==> src/rtl/alu_step_sequencer.sv <==
`timescale 1ns/1ps
// alu_step_sequencer: Moore control-step sequencer for one Mini-SRC register-class
// ALU instruction (fetch T0..T2, execute T3..T6). Emits register/bus strobes and
// ALU_Control for the datapath and reads the IR back for decode in T3.
//
// state  | meaning
// -------+---------------------------------------------------------------
// IDLE   | waiting for start, all outputs low
// T0     | PC onto bus, load MAR, Z <= PC + 1
// T1     | Z low onto PC, memory read into MDR
// T2     | MDR onto bus, load IR
// T3     | decode live ir; first operand step, or straight to DONE if illegal
// T4     | unary: write Ra; binary/wide: second operand into ALU
// T5     | binary: write Ra; wide: Z low into LO
// T6     | wide: Z high into HI
// DONE   | one-cycle done pulse, illegal valid
module alu_step_sequencer #(
  parameter int          NUM_REGS  = 16,
  parameter logic [31:0] ALU_OPS   = 32'h0001_FFF8,
  parameter logic [31:0] UNARY_OPS = 32'h0000_6000,
  parameter logic [31:0] WIDE_OPS  = 32'h0001_8000
) (
  input  logic                clock,
  input  logic                clear,
  input  logic                start,
  input  logic [31:0]         ir,
  output logic                busy,
  output logic                done,
  output logic                illegal,
  output logic [NUM_REGS-1:0] Rin,
  output logic [NUM_REGS-1:0] Rout,
  output logic                PCout,
  output logic                MARin,
  output logic                IncPC,
  output logic                Zin,
  output logic                Zlowout,
  output logic                Zhighout,
  output logic                PCin,
  output logic                Read,
  output logic                MDRin,
  output logic                MDRout,
  output logic                IRin,
  output logic                Yin,
  output logic                HIin,
  output logic                LOin,
  output logic [4:0]          alu_ctrl
);

  typedef enum logic [3:0] {
    S_IDLE, S_T0, S_T1, S_T2, S_T3, S_T4, S_T5, S_T6, S_DONE
  } state_t;

  typedef enum logic [1:0] {CL_UNARY, CL_BINARY, CL_WIDE} cls_t;

  localparam logic [4:0] NR = 5'(NUM_REGS);

  state_t     state_q, state_d;
  cls_t       cls_q, cls_d;
  logic [4:0] op_q, op_d;
  logic [3:0] ra_q, ra_d, rb_q, rb_d, rc_q, rc_d;
  logic       illegal_q, illegal_d;

  logic [4:0] op_live;
  logic [3:0] ra_live, rb_live, rc_live;
  cls_t       cls_live;
  logic       ill_live;

  // Low IR bits carry immediates/unused fields for this instruction class.
  logic unused_ir_bits;
  assign unused_ir_bits = ^ir[14:0];

  function automatic logic [NUM_REGS-1:0] onehot(input logic [3:0] idx);
    logic [NUM_REGS-1:0] v;
    v = '0;
    for (int i = 0; i < NUM_REGS; i++) begin
      if (idx == 4'(i)) v[i] = 1'b1;
    end
    return v;
  endfunction

  // Live decode of the IR; only consulted while in T3.
  always_comb begin
    op_live = ir[31:27];
    ra_live = ir[26:23];
    rb_live = ir[22:19];
    rc_live = ir[18:15];
    if (WIDE_OPS[op_live])       cls_live = CL_WIDE;
    else if (UNARY_OPS[op_live]) cls_live = CL_UNARY;
    else                         cls_live = CL_BINARY;
    ill_live = !ALU_OPS[op_live]
             || ({1'b0, ra_live} >= NR)
             || ({1'b0, rb_live} >= NR)
             || ((cls_live == CL_BINARY) && ({1'b0, rc_live} >= NR));
  end

  // Next-state, field capture on the T3 exit, and illegal update on DONE entry.
  always_comb begin
    state_d   = state_q;
    cls_d     = cls_q;
    op_d      = op_q;
    ra_d      = ra_q;
    rb_d      = rb_q;
    rc_d      = rc_q;
    illegal_d = illegal_q;
    case (state_q)
      S_IDLE: if (start) state_d = S_T0;
      S_T0:   state_d = S_T1;
      S_T1:   state_d = S_T2;
      S_T2:   state_d = S_T3;
      S_T3: begin
        cls_d = cls_live;
        op_d  = op_live;
        ra_d  = ra_live;
        rb_d  = rb_live;
        rc_d  = rc_live;
        state_d = ill_live ? S_DONE : S_T4;
      end
      S_T4:   state_d = (cls_q == CL_UNARY) ? S_DONE : S_T5;
      S_T5:   state_d = (cls_q == CL_WIDE) ? S_T6 : S_DONE;
      S_T6:   state_d = S_DONE;
      S_DONE: state_d = start ? S_T0 : S_IDLE;
      default: state_d = S_IDLE;
    endcase
    // Legal paths reach DONE only from T4..T6, so only the T3 exit can flag.
    if (state_d == S_DONE && state_q != S_DONE) begin
      illegal_d = (state_q == S_T3) ? ill_live : 1'b0;
    end
  end

  // State and captured-field registers with synchronous clear.
  always_ff @(posedge clock) begin
    if (clear) begin
      state_q   <= S_IDLE;
      cls_q     <= CL_BINARY;
      op_q      <= 5'd0;
      ra_q      <= 4'd0;
      rb_q      <= 4'd0;
      rc_q      <= 4'd0;
      illegal_q <= 1'b0;
    end else begin
      state_q   <= state_d;
      cls_q     <= cls_d;
      op_q      <= op_d;
      ra_q      <= ra_d;
      rb_q      <= rb_d;
      rc_q      <= rc_d;
      illegal_q <= illegal_d;
    end
  end

  // Moore output decode from the registered state and captured fields.
  always_comb begin
    busy     = (state_q != S_IDLE);
    done     = 1'b0;
    illegal  = illegal_q;
    Rin      = '0;
    Rout     = '0;
    PCout    = 1'b0;
    MARin    = 1'b0;
    IncPC    = 1'b0;
    Zin      = 1'b0;
    Zlowout  = 1'b0;
    Zhighout = 1'b0;
    PCin     = 1'b0;
    Read     = 1'b0;
    MDRin    = 1'b0;
    MDRout   = 1'b0;
    IRin     = 1'b0;
    Yin      = 1'b0;
    HIin     = 1'b0;
    LOin     = 1'b0;
    alu_ctrl = 5'd0;
    case (state_q)
      S_T0: begin
        PCout = 1'b1;
        MARin = 1'b1;
        IncPC = 1'b1;
        Zin   = 1'b1;
      end
      S_T1: begin
        Zlowout = 1'b1;
        PCin    = 1'b1;
        Read    = 1'b1;
        MDRin   = 1'b1;
      end
      S_T2: begin
        MDRout = 1'b1;
        IRin   = 1'b1;
      end
      S_T3: begin
        if (!ill_live) begin
          case (cls_live)
            CL_UNARY: begin
              Rout     = onehot(rb_live);
              Zin      = 1'b1;
              alu_ctrl = op_live;
            end
            CL_WIDE: begin
              Rout = onehot(ra_live);
              Yin  = 1'b1;
            end
            default: begin
              Rout = onehot(rb_live);
              Yin  = 1'b1;
            end
          endcase
        end
      end
      S_T4: begin
        case (cls_q)
          CL_UNARY: begin
            Zlowout = 1'b1;
            Rin     = onehot(ra_q);
          end
          CL_WIDE: begin
            Rout     = onehot(rb_q);
            Zin      = 1'b1;
            alu_ctrl = op_q;
          end
          default: begin
            Rout     = onehot(rc_q);
            Zin      = 1'b1;
            alu_ctrl = op_q;
          end
        endcase
      end
      S_T5: begin
        Zlowout = 1'b1;
        if (cls_q == CL_WIDE) LOin = 1'b1;
        else                  Rin  = onehot(ra_q);
      end
      S_T6: begin
        Zhighout = 1'b1;
        HIin     = 1'b1;
      end
      S_DONE: done = 1'b1;
      default: ;
    endcase
  end

endmodule

==> config.mk <==
export PLATFORM = sky130hd
export DESIGN_NAME = alu_step_sequencer
export DESIGN_NICKNAME = d
export VERILOG_FILES = /design/src/rtl/alu_step_sequencer.sv
export SDC_FILE = /design/constraint.sdc
export NUM_CORES = 1
export LEC_CHECK = 0
export CAP_MARGIN = 20
export CORE_MARGIN = 5
export CORE_UTILIZATION = 43
export DETAILED_ROUTE_END_ITERATION = 7
export GPL_ROUTABILITY_DRIVEN = 0
export GPL_TIMING_DRIVEN = 0
export PLACE_DENSITY = 0.82
export SYNTH_ARGS = -nofsm -noshare
export SYNTH_HDL_FRONTEND = slang
export SYNTH_SLANG_ARGS = --single-unit
==> constraint.sdc <==
create_clock -name clock -period 2.9 [get_ports clock]
set_input_delay 0.58 -clock clock [delete_from_list [all_inputs] [get_ports clock]]
set_output_delay 0.58 -clock clock [all_outputs]
set_load 0.005 [all_outputs]
# Yosys cells after proc, flatten, opt, wreduce, memory -nomap -nowiden
# Memories as Yosys holds them, arrays and structs flattened.
# Index checks and enable logic that the tools add are counted.
[classes]
magnitude_cmp = 1
n_eq_ne = 87
reduce_logical = 12
n_shift = 0
addsub = 0
div = 0
bitwise = 0
multipliers = 0
n_mux = 119
[op_table]
columns = ["op", "n"]
rows = [
  ["$eq A4 B4 Y1 const B", 42],
  ["$mux W1", 100],
  ["$eq A4 B3 Y1 const B", 24],
  ["$pmux W16 S2", 3],
  ["$mux W16", 4],
  ["$eq A4 B2 Y1 const B", 12],
  ["$pmux W4 S9", 1],
  ["$eq A4 B1 Y1 const B", 6],
  ["$logic_not A4 Y1", 6],
  ["$mux W4", 4],
  ["$mux W5", 3],
  ["$pmux W5 S2", 1],
  ["$lt A5 B6 Y1 const B", 1],
  ["$eq A2 B2 Y1 const B", 2],
  ["$logic_not A2 Y1", 2],
  ["$ne A4 B4 Y1 const B", 1],
  ["$reduce_bool A4 Y1", 1],
  ["$pmux W1 S3", 1],
  ["$mux W2", 1],
  ["$pmux W1 S2", 1],
  ["$reduce_or A2 Y1", 1],
  ["$logic_and A1 B1 Y1", 1],
  ["$logic_not A1 Y1", 1],
]
[totals]
ram_bits = 0
output_inout_bits = 54
rom_bits = 96
latchBits = 0
n_memories = 3
reg_bits = 24
input_bits = 35
[mem_list]
columns = ["name", "words", "width", "read_ports", "rd_clocked_by_memory_dff", "wr", "line_no", "text"]
rows = [
  ["(name not given)", 32, 1, 1, 0, 0, "90", "ill_live = !ALU_OPS[op_live]"],
  ["(name not given)", 32, 1, 1, 0, 0, "88", "else if (UNARY_OPS[op_live]) cls_live = CL_UNARY;"],
  ["(name not given)", 32, 1, 1, 0, 0, "87", "if (WIDE_OPS[op_live]) cls_live = CL_WIDE;"],
]

# Logic depth before layout (Yosys ltp)
# Gate-level depths: netlist of the first run.
[depth]
depth_word = 8
mapped_depth = 9
depth_no_buf = 6

# Worst setup path after synthesis of the first run
# Ideal clock, no wire load.
[synth_path]
kind = "input to output"
from = "in ir[27]"
to = "out Rout[15]"
required_time_ns = 2.320
cell_stages = 8
t_arrival_ns = 1.873
slack_ns = 0.447
n_path_buf = 2
path_cell_list = "inv_1 -> ha_1 -> or3b_1 -> a21o_1 -> or2_1 -> buf_6 -> buf_6 -> o22ai_1"
[synth_via]
elab_chain_len = 8
word_cells_on_any_way = 12
classes_between = "1 x eq/ne; 8 x mux; 3 x memory"
[synth_lines]
columns = ["element", "line_no", "text"]
rows = [
  ["from (decl)", "26", "input logic [31:0] ir,"],
  ["$mem_v2 Z32 W1", "--", ""],
  ["$mux W1 (implied by the code)", "88", ""],
  ["$mux W1", "88", ""],
  ["$mux W2", "87", ""],
  ["$eq A2 B2 Y1", "192", "case (cls_live)"],
  ["$mux W16", "--", ""],
  ["$mux W16 *", "191", "if (!ill_live) begin"],
  ["$pmux W16 S2 *", "173", "case (state_q)"],
  ["to (decl)", "31", "output logic [NUM_REGS-1:0] Rout,"],
]
# Every way passes the cells marked *; elsewhere a longest branch is shown, timed or not. The select of a mux whose other input is x is not followed.

# Final worst setup path of the first run
[layout_path]
from = "in ir[30]"
to = "out Rout[4]"
# The elaborated chain is that of the path after synthesis.

==> run summary, run 1 <==
All-Layer GR Usage: 22.7%
Yosys warnings: 0
Fin crit share: 98.8%
Setup Skew: 3.93 ps
EDFF count, synth: 0
CTS H-tree depth: 1
Final worst path period need: 2870 ps
Kind of end point of the critical path: output port
Post-route DRC: 0
Post-Synthesis Net Count: 331
Slew Limit Fails: 0
Starting Density: 45.3%
Cell Chain, Critical Path: dlygate4sd2_1 -> or3b_1 -> a21o_1 -> or2_1 -> buf_6 -> buf_6 -> o22ai_1 -> buf_2
Arr. time, crit path: 2290 ps
Final hold slack: 464 ps
RSZ-0062 raised after global routing: yes
Via count: 2,602
Status: completed
Global-route wire length before repair: 11.6 mm
Port bufs: 73
Most used cell, CP: buf_6
Post-Syn Area per Cell: 6.84 um2
Clock latency at the later pin of the worst-skew pair: 270 ps
Core ar.: 4440 um2
CTS Buf Count: 3
Post-Route WL: 7.22 mm
Number of max-cap violations: 0
Final Hold Viols: 0
Layout cell share with drive strength beyond 1: 20.3%
Die Height: 78.4 um
# clock sinks: 24
Num rows: 24
Antenna viol nets, final: 0
P_leak: 1.09 nW
Setup crit start kind: input port
Seq cells post-synth: 24
First-pass DRT Iterations: 4
Post-DP HPWL: 5.28 mm
Min-Delay Path Depth: 2
Slowest CP cell: or3b_1
Clock Path Buffers: 2
Critical path fanouts, max: 10
Vias per inst: 6.04
Most common flop cell mapped by yosys: dfxtp_1
Clock transition at path regs: 80 ps
Overall power: 0.000915 W
Die ar.: 6150 um2
Synth top area share: 23.9%
Die width: 78.4 um
VDD IR max: 290 uV
PD cells: 304 nW/um2
Nets: 417
Critical path class: input port to output port
Synth cell types: 43
Antenna Diode Count: 0
Worst slew pin tran: 685 ps
Buffer and inverter count on the worst path: 4
Number of global-route vias before repair: 2,405
GR Overflow Total: 0
CTS Hold Bufs: 0
Setup violations, final: 0
Post-DR wirelength/cell: 16.8 um
CP Depth: 8
Synth area leader: dfxtp_1
Initial antenna violation count: 0
Ranking of synthesized cells by area: dfxtp_1 (24%), nand2_1 (8.0%), a21oi_1 (6.5%)
# IOs: 89
Fillers: 403
Max incr delay on CP: 370 ps
Layout Utilization: 67.8%
P&R area growth vs syn: 49.8%
Family with the most delay on the worst path: buffers and inverters
Area of the mapped netlist: 2010 um2
Cell count after synthesis: 294
Root Driver: clkbuf_8
Largest net degree at the start of global routing: 14
Hold/Removal Path Class: flop to flop
Reg2Reg Depth: 7
Max-slew headroom at the worst pin: 53.9%
Fmax: 349 MHz
CTS tree: done
Register area share after synthesis: 23.9%
Worst EP required: 2320 ps
Synth async-reset ratio: 0%
DRT iter0 DRCs: 168
final timing paths:
path | start | endpoint | slack [ps]
max | ir[30] | Rout[4] | 30
min | op_q[1] | op_q[1] | 460
max reg2reg | state_q[3] | op_q[3] | 1140
min reg2reg | op_q[1] | op_q[1] | 460
Yosys cell counts, types with 4 or more instances:
library cell,instances
a21o_1,4
a21oi_1,26
a31oi_1,11
a41oi_1,6
buf_4,8
clkbuf_1,13
dfxtp_1,24
inv_1,4
nand2_1,43
nand2b_1,11
nor2_1,33
nor2b_1,8
nor3_1,13
nor3b_1,7
nor4_1,10
nor4b_1,6
o21ai_0,7
o22ai_1,16
sequential cells by signal (all words and copies together), names as in the netlist:
name	cells
rb_q	4
rc_q	4
ra_q	4
cls_q	2
illegal	1
state_q	4
op_q	5
what timing repair did:
item,4_1_cts,5_1_grt
gates cloned,0,1
pin swaps,5,11
setup endpoints to repair,26,25
endpoints found under the hold margin,0,0
gates resized for setup,95,29
buffers inserted,6,2
area by class of cell:
type / count / area [um2] / share of cell area (%)
Multi-Input combinational cell: 239 / 1520 / 50.3
Inverter: 4 / 15.0 / 0.498
Timing Repair Buffer: 82 / 709 / 23.5
Tap cell: 52 / 65.1 / 2.16
Sequential cell: 24 / 480 / 15.9
Buffer: 26 / 173 / 5.73
Clock buffer: 4 / 55.1 / 1.83
metal layers:
metal / GRT usage, % / share of wire [%]
met1: 27.4 / 40
met2: 39.0 / 47
met3: 5.72 / 9.8
met4: 8.22 / 3.8
met5: 0 / 0
worst reg2reg max path: cells and delay by family (launching register included):
kind            cells  cell delay (ps)
compound gates      1               60
simple gates        3              640
flops               1              320
buf+inv             3              620
where the power goes:
group | switching, W | total [W] | leakage, nW | internal (W)
clock | 0.000106 | 0.000227 | 0.0288 | 0.000121
combinational | 0.000163 | 0.000321 | 0.864 | 0.000158
sequential | 0.0000198 | 0.000367 | 0.194 | 0.000347
logic make-up after synthesis:
group / share of synthesized area (%)
simple gates: 40.6
buf+inv: 8.52
mux: 0.498
compound gates: 25.2
flops: 23.9
fa+ha+maj: 1.24
metrics by stage:
stage	area [um2]	instances	worst slack (ps)	setup TNS, ps
after global routing	3010	431	-40.2	-190
final	3010	431	33.9	0
after global placement	2810	419	-828	-15220
after CTS	2950	428	10.0	0
after detailed placement	2810	419	-866	-15680
after floorplan	2010	294	447	0
cell usage in the layout (no fill, tap or decap), drive strengths merged, types with 6 or more instances in the layout:
master	count
a31oi	11
buf	40
nor4b	6
nor2b	8
a21oi	28
o22ai	16
nor3b	7
a41oi	6
clkbuf	17
clkdlybuf4s50	46
nor4	10
nor3	14
o21ai	7
nand2b	11
nand2	43
dfxtp	24
nor2	33
Power figures use the tool's default switching activity.
==> run 2: changes to the inputs <==
- SLEW_MARGIN: unset -> 20
==> results of run 2 <==
Final layout, timing and power as in run 1 (identical DEF).
==> run 3: changes to the inputs <==
- CELL_PAD_IN_SITES_DETAIL_PLACEMENT: unset -> 0
- CELL_PAD_IN_SITES_GLOBAL_PLACEMENT: unset -> 2
- CORE_UTILIZATION: 43 -> 22
==> run 3 against run 2 <==
Net effect: non-clock buffer count increased by 7; utilization fell by 29 points; final area increased by 14%; sequential power hardly changed; largest cell class unchanged; largest power group unchanged; power increased by 4.4%; clock power increased by 3%.
==> run summary, run 3 (same netlist as run 1, synthesis figures left out) <==
Largest net degree at the start of global routing: 14 (unchanged)
Worst Hold Launch: op_q[4] (was op_q[1])
Slowest CP cell: clkdlybuf4s50_1 (was or3b_1)
# IOs: 89 (unchanged)
Post-DR wirelength/cell: 16.7 um (was 16.8 um)
Die Height: 106 um (was 78.4 um)
Worst EP required: 2320 ps (about the same)
Slew Limit Fails: 0 (unchanged)
Max-slew headroom at the worst pin: 56.8% (was 53.9%)
Port bufs: 73 (unchanged)
Post-DP HPWL: 6.12 mm (was 5.28 mm)
All-Layer GR Usage: 13.9% (was 22.7%)
CTS Hold Bufs: 0 (unchanged)
Setup Skew: 5.24 ps (was 3.93 ps)
Fillers: 915 (was 403)
Vias per inst: 5.08 (was 6.04)
Root Driver: clkbuf_8 (unchanged)
Number of global-route vias before repair: 2,448 (was 2,405)
VDD IR max: 158 uV (was 290 uV)
Cell Chain, Critical Path: clkdlybuf4s50_1 -> nor2b_2 -> a41oi_2 -> o22ai_2 -> clkdlybuf4s15_2 (was dlygate4sd2_1 -> or3b_1 -> a21o_1 -> or2_1 -> buf_6 -> buf_6 -> o22ai_1 -> buf_2)
Die ar.: 11,200 um2 (was 6150 um2)
CTS tree: done (unchanged)
Antenna viol nets, final: 0 (unchanged)
Initial antenna violation count: 0 (unchanged)
Reg2Reg Depth: 7 (unchanged)
Nets: 424 (was 417)
P_leak: 1.26 nW (was 1.09 nW)
Antenna Diode Count: 0 (unchanged)
Worst slew pin tran: 646 ps (was 685 ps)
GR Overflow Total: 0 (unchanged)
Kind of end point of the critical path: output port (unchanged)
Largest register FFs: 5 (unchanged)
CTS H-tree depth: 1 (unchanged)
Min-Delay Path Depth: 2 (unchanged)
Reg2reg end: ra_q[2] (was op_q[3])
# clock sinks: 24 (unchanged)
Largest reg by FF count: op_q (unchanged)
Hold EP: op_q[4] (was op_q[1])
Final Hold Viols: 0 (unchanged)
RR Startpoint: state_q[3] (unchanged)
P&R area growth vs syn: 70.1% (was 49.8%)
Buffer and inverter count on the worst path: 2 (was 4)
Setup_tns: 0 ps (unchanged)
Max incr delay on CP: 700 ps (was 370 ps)
Num rows: 34 (was 24)
Critical path fanouts, max: 8 (was 10)
Commonest non-fill, non-tap cells in the layout: nand2_1 (42), clkdlybuf4s50_1 (40), nor2_1 (32) (was clkdlybuf4s50_1 (46), nand2_1 (43), nor2_1 (33))
Final worst path period need: 2870 ps (about the same)
PD cells: 279 nW/um2 (was 304 nW/um2)
Family with the most delay on the worst path: buffers and inverters (unchanged)
Clock transition at path regs: 90 ps (was 80 ps)
Multi-input logic area: 1770 um2 (was 1520 um2)
Hold/Removal Path Class: flop to flop (unchanged)
CTS Buf Count: 3 (unchanged)
Overall power: 0.000955 W (was 0.000915 W)
Number of max-cap violations: 0 (unchanged)
First-pass DRT Iterations: 4 (unchanged)
Post-Route WL: 8.23 mm (was 7.22 mm)
Reg area: 482 um2 (was 480 um2)
Fmax: 348 MHz (was 349 MHz)
Post-route DRC: 0 (unchanged)
Fin crit share: 99.0% (was 98.8%)
Clock Path Buffers: 2 (unchanged)
Starting Density: 22.8% (was 45.3%)
Reg2Reg Setup Slack: 1110 ps (was 1140 ps)
DRT iter0 DRCs: 94 (was 168)
Critical path class: input port to output port (unchanged)
Leading cell type in the layout, fill and taps excluded: nand2_1 (was clkdlybuf4s50_1)
Clock latency at the later pin of the worst-skew pair: 270 ps (about the same)
Via count: 2,511 (was 2,602)
Setup violations, final: 0 (unchanged)
Die width: 106 um (was 78.4 um)
Arr. time, crit path: 2290 ps (about the same)
Global-route wire length before repair: 12.8 mm (was 11.6 mm)
Core ar.: 8810 um2 (was 4440 um2)
Setup crit start kind: input port (unchanged)
Status: completed (unchanged)
Layout cell share with drive strength beyond 1: 29.0% (was 20.3%)
## run 3: cell type report
cell class	count	area share, %
sequential	24	14.1
clock buffer	4	1.61
tap	108	3.95
multi-input combinational	239	51.7
buffer	26	5.67
inverter	4	0.439
timing repair buffer	89	22.6
## run 3: worst max path at each step
stage,depth (start not counted),slack [ps],end,from
floorplan,8,450,Rout[15],ir[27]
global placement,9,-810,Rout[1],ir[27]
detailed placement,9,-820,Rout[1],ir[27]
CTS,11,-50,Rout[8],ir[27]
global route,5,-30,Rout[13],ir[23]
finish,5,30,Rout[13],ir[23]
## run 3: worst min-delay path, stage by stage (launching register included)
cell and delay, ps:
dfxtp_1 320, nand2_1 50, a21oi_1 50
## run 3: per-layer routing
metal / global-route usage, % / share of wire [%] / wire length [um]
met1: 18.4 / 46 / 3790
met3: 2.44 / 4.1 / 341
met5: 0 / 0 / 0
met2: 24.4 / 50 / 4080
met4: 1.48 / 0.26 / 21
## run 3: repair_timing
item                       CTS  global route
gates cloned                 0             1
pin swaps                    5             8
setup endpoints to repair   27            34
buffers inserted             7             8
resized for setup          123            51
## run 3: where the power goes
group | internal [W] | switching [W]
registers | 0.000347 | 0.0000201
clock network | 0.000121 | 0.000112
logic | 0.000170 | 0.000184
total | 0.000639 | 0.000317
## run 3: stage by stage
step / cell area, um2 / std cells / hold WS, ps / utilization [%] / setup slack [ps]
final: 3420 / 494 / 461 / 38.9 / 29.0
after global routing: 3420 / 494 / 480 / 38.9 / -27.9
after CTS: 3240 / 485 / 464 / 36.8 / -54.4
after detailed placement: 2880 / 475 / 449 / 32.7 / -815
after global placement: 2880 / 475 / 442 / 32.7 / -811
after floorplan: 2010 / 294 / 432 / - / 447
==> edit (flow settings as in run 2) <==
The parameter `NUM_REGS` goes from 16 to 8.
--- a/src/rtl/alu_step_sequencer.sv
+++ b/src/rtl/alu_step_sequencer.sv
@@ -17,3 +17,3 @@
 module alu_step_sequencer #(
-  parameter int          NUM_REGS  = 16,
+  parameter int          NUM_REGS  = 8,
   parameter logic [31:0] ALU_OPS   = 32'h0001_FFF8,
Interface: changed (resized Rin and Rout); port bits go from 89 to 73. The function was not compared with the original's and may differ.
==> edit against run 2 <==
- critical path type unchanged
- clock power grew 34%
- largest power group unchanged
- combinational power shrank 31%
- the flow now finishes with violations (negative setup slack)
- total power shrank 4.6%
- critical endpoint is now Rout[3]
- sequential cell count is the same
- wire length shrank 12%
- final area shrank 7.3%
- first-iteration DRC count grew 18%
- highest routed layer unchanged
- setup slack lost 190 ps
- area after synthesis shrank 13%
==> edit: results (changes against run 2) <==
stage	metric	value	unit	change
cells_and_area	n_fill_cell	306		was 403
timing	setup_viol	11		was 0
pwr	powerComb	0.221	mW	was 0.321 mW
timing	fin_ws	-152	ps	was 33.9 ps
placement	dp_cells	347		was 419
global_route	grt_max_degree	15		was 14
placement	port_buffers	57		was 73
cells_and_area	finalNonFillerCells	366		was 431
cells_and_area	drive_gt1_share	27.8	%	was 20.3%
worst_hold_path	worst_hold_path.num_cells	2		unchanged
pwr	switching_power	0.241	mW	was 0.289 mW
clocking	path_clk_slew	90	ps	
worst_hold_path	min-delay-start	illegal		was op_q[1]
setup_path	rrSetupSlack	990	ps	was 1140 ps
placement	hpwl	3.96	mm	was 5.28 mm
global_route	antenna_found_initial	0		unchanged
timing	fin_skew	5.17	ps	was 3.93 ps
worst_hold_path	min_to	illegal		was op_q[1]
logic_synthesis	synth_fp_nets	277		was 331
logic_synthesis	synthCells	240		was 294
global_route	first_global_vias	2100		was 2405
run_status	violations	negative setup slack		
pwr	p_leak	1.00	nW	was 1.09 nW
run_status	status	finished, violations left		was complete, no violations
timing	tightest_slew	794	ps	was 685 ps
drt	drt_iter0_drc	199		was 168
global_route	grtUsageTotal	22.7	%	about the same
setup_path	crit_fanout	5		was 10
logic_synthesis	synth_common_cells	nand2_1 (48), dfxtp_1 (24), a21oi_1 (23)		was nand2_1 (43), nor2_1 (33), a21oi_1 (26)
logic_synthesis	yosysUniqueCellTypes	54		was 43
logic_synthesis	synth-seq-area-share	27.4	%	was 23.9%
drt	routed_via_density	5.83		was 6.04
placement	pre_cts_slack	-1070	ps	was -866 ps
pwr	power_frac_comb	25.4	%	was 35.1%
setup_path	arrival	2470	ps	was 2290 ps
setup_path	timing.rr.end	rb_q[1]		was op_q[3]
logic_synthesis	async_reset_ff_share	0	%	unchanged
global_route	grt_pass1_wl	9.66	mm	was 11.6 mm
logic_synthesis	synth.area.top_cells	dfxtp_1 (27%), nand2_1 (10%), a21oi_1 (6.6%)		was dfxtp_1 (24%), nand2_1 (8.0%), a21oi_1 (6.5%)
pwr	seqPwrFrac	39.7	%	was 40.1%
drt	drt_wl_total	6.35	mm	was 7.22 mm
pwr	ir_worst_vdd	0.203	mV	was 0.290 mV
[edit: worst max-delay path, cell delays in order]
cell,delay [ps]
buf_8,110
inv_4,50
ha_4,120
or3b_4,390
a2111oi_4,340
buf_4,200
nand3_4,130
buf_6,190
o32ai_4,210
buf_2,160
[edit: how the worst max path moves through the flow]
stage	slack [ps]	to	start	cells past startpoint
4_1_cts	-30	Rout[2]	ir[28]	10
5_1_grt	-210	Rout[2]	ir[27]	10
2_1_floorplan	190	Rout[3]	ir[27]	6
3_3_place_gp	-980	Rout[0]	ir[27]	8
3_5_place_dp	-1070	Rout[2]	ir[27]	8
6_report	-150	Rout[3]	ir[27]	10
[edit: per-layer routing]
layer	vias up	part of all wire (%)	GRT usage, %
met3	13	5.9	3.69
met2	82	52	40.2
met5	-	0	0
met1	1021	40	26.6
li1	1018	-	-
met4	0	1.8	10.3
[edit: layout make-up]
class                           instances  share of cell area (%)
Clock inverter                          1                    1.08
Multi-Input combinational cell        189                    49.2
Inverter                                7                    1.21
Timing Repair Buffer                   74                    23.7
Clock buffer                            3                    1.48
Sequential cell                        24                    17.2
Buffer                                 18                    3.85
Tap cell                               50                    2.24
[edit: per-stage QoR]
step,TNS (ps),area (um^2)
after floorplan,0,1750
after global placement,-12620,2390
after detailed placement,-13080,2390
after CTS,-72.0,2710
after global routing,-1760,2790
final,-957,2790
[edit: cells by family after synthesis]
kind of cell             after synthesis  share of synthesized area, %
AO/OA/AOI/OAI                         58                          22.1
XOR/XNOR                               1                         0.500
flip-flops                            24                          27.4
adder cells (fa/ha/maj)                2                          1.43
buffers and inverters                 27                          7.57
AND/OR/NAND/NOR                      123                          38.0
multiplexers                           5                          2.93
[edit: what timing repair did]
item	in CTS	in global routing
resized for setup	112	28
setup buffers	13	4
pin swaps	16	10
endpoints found under the setup margin	23	22
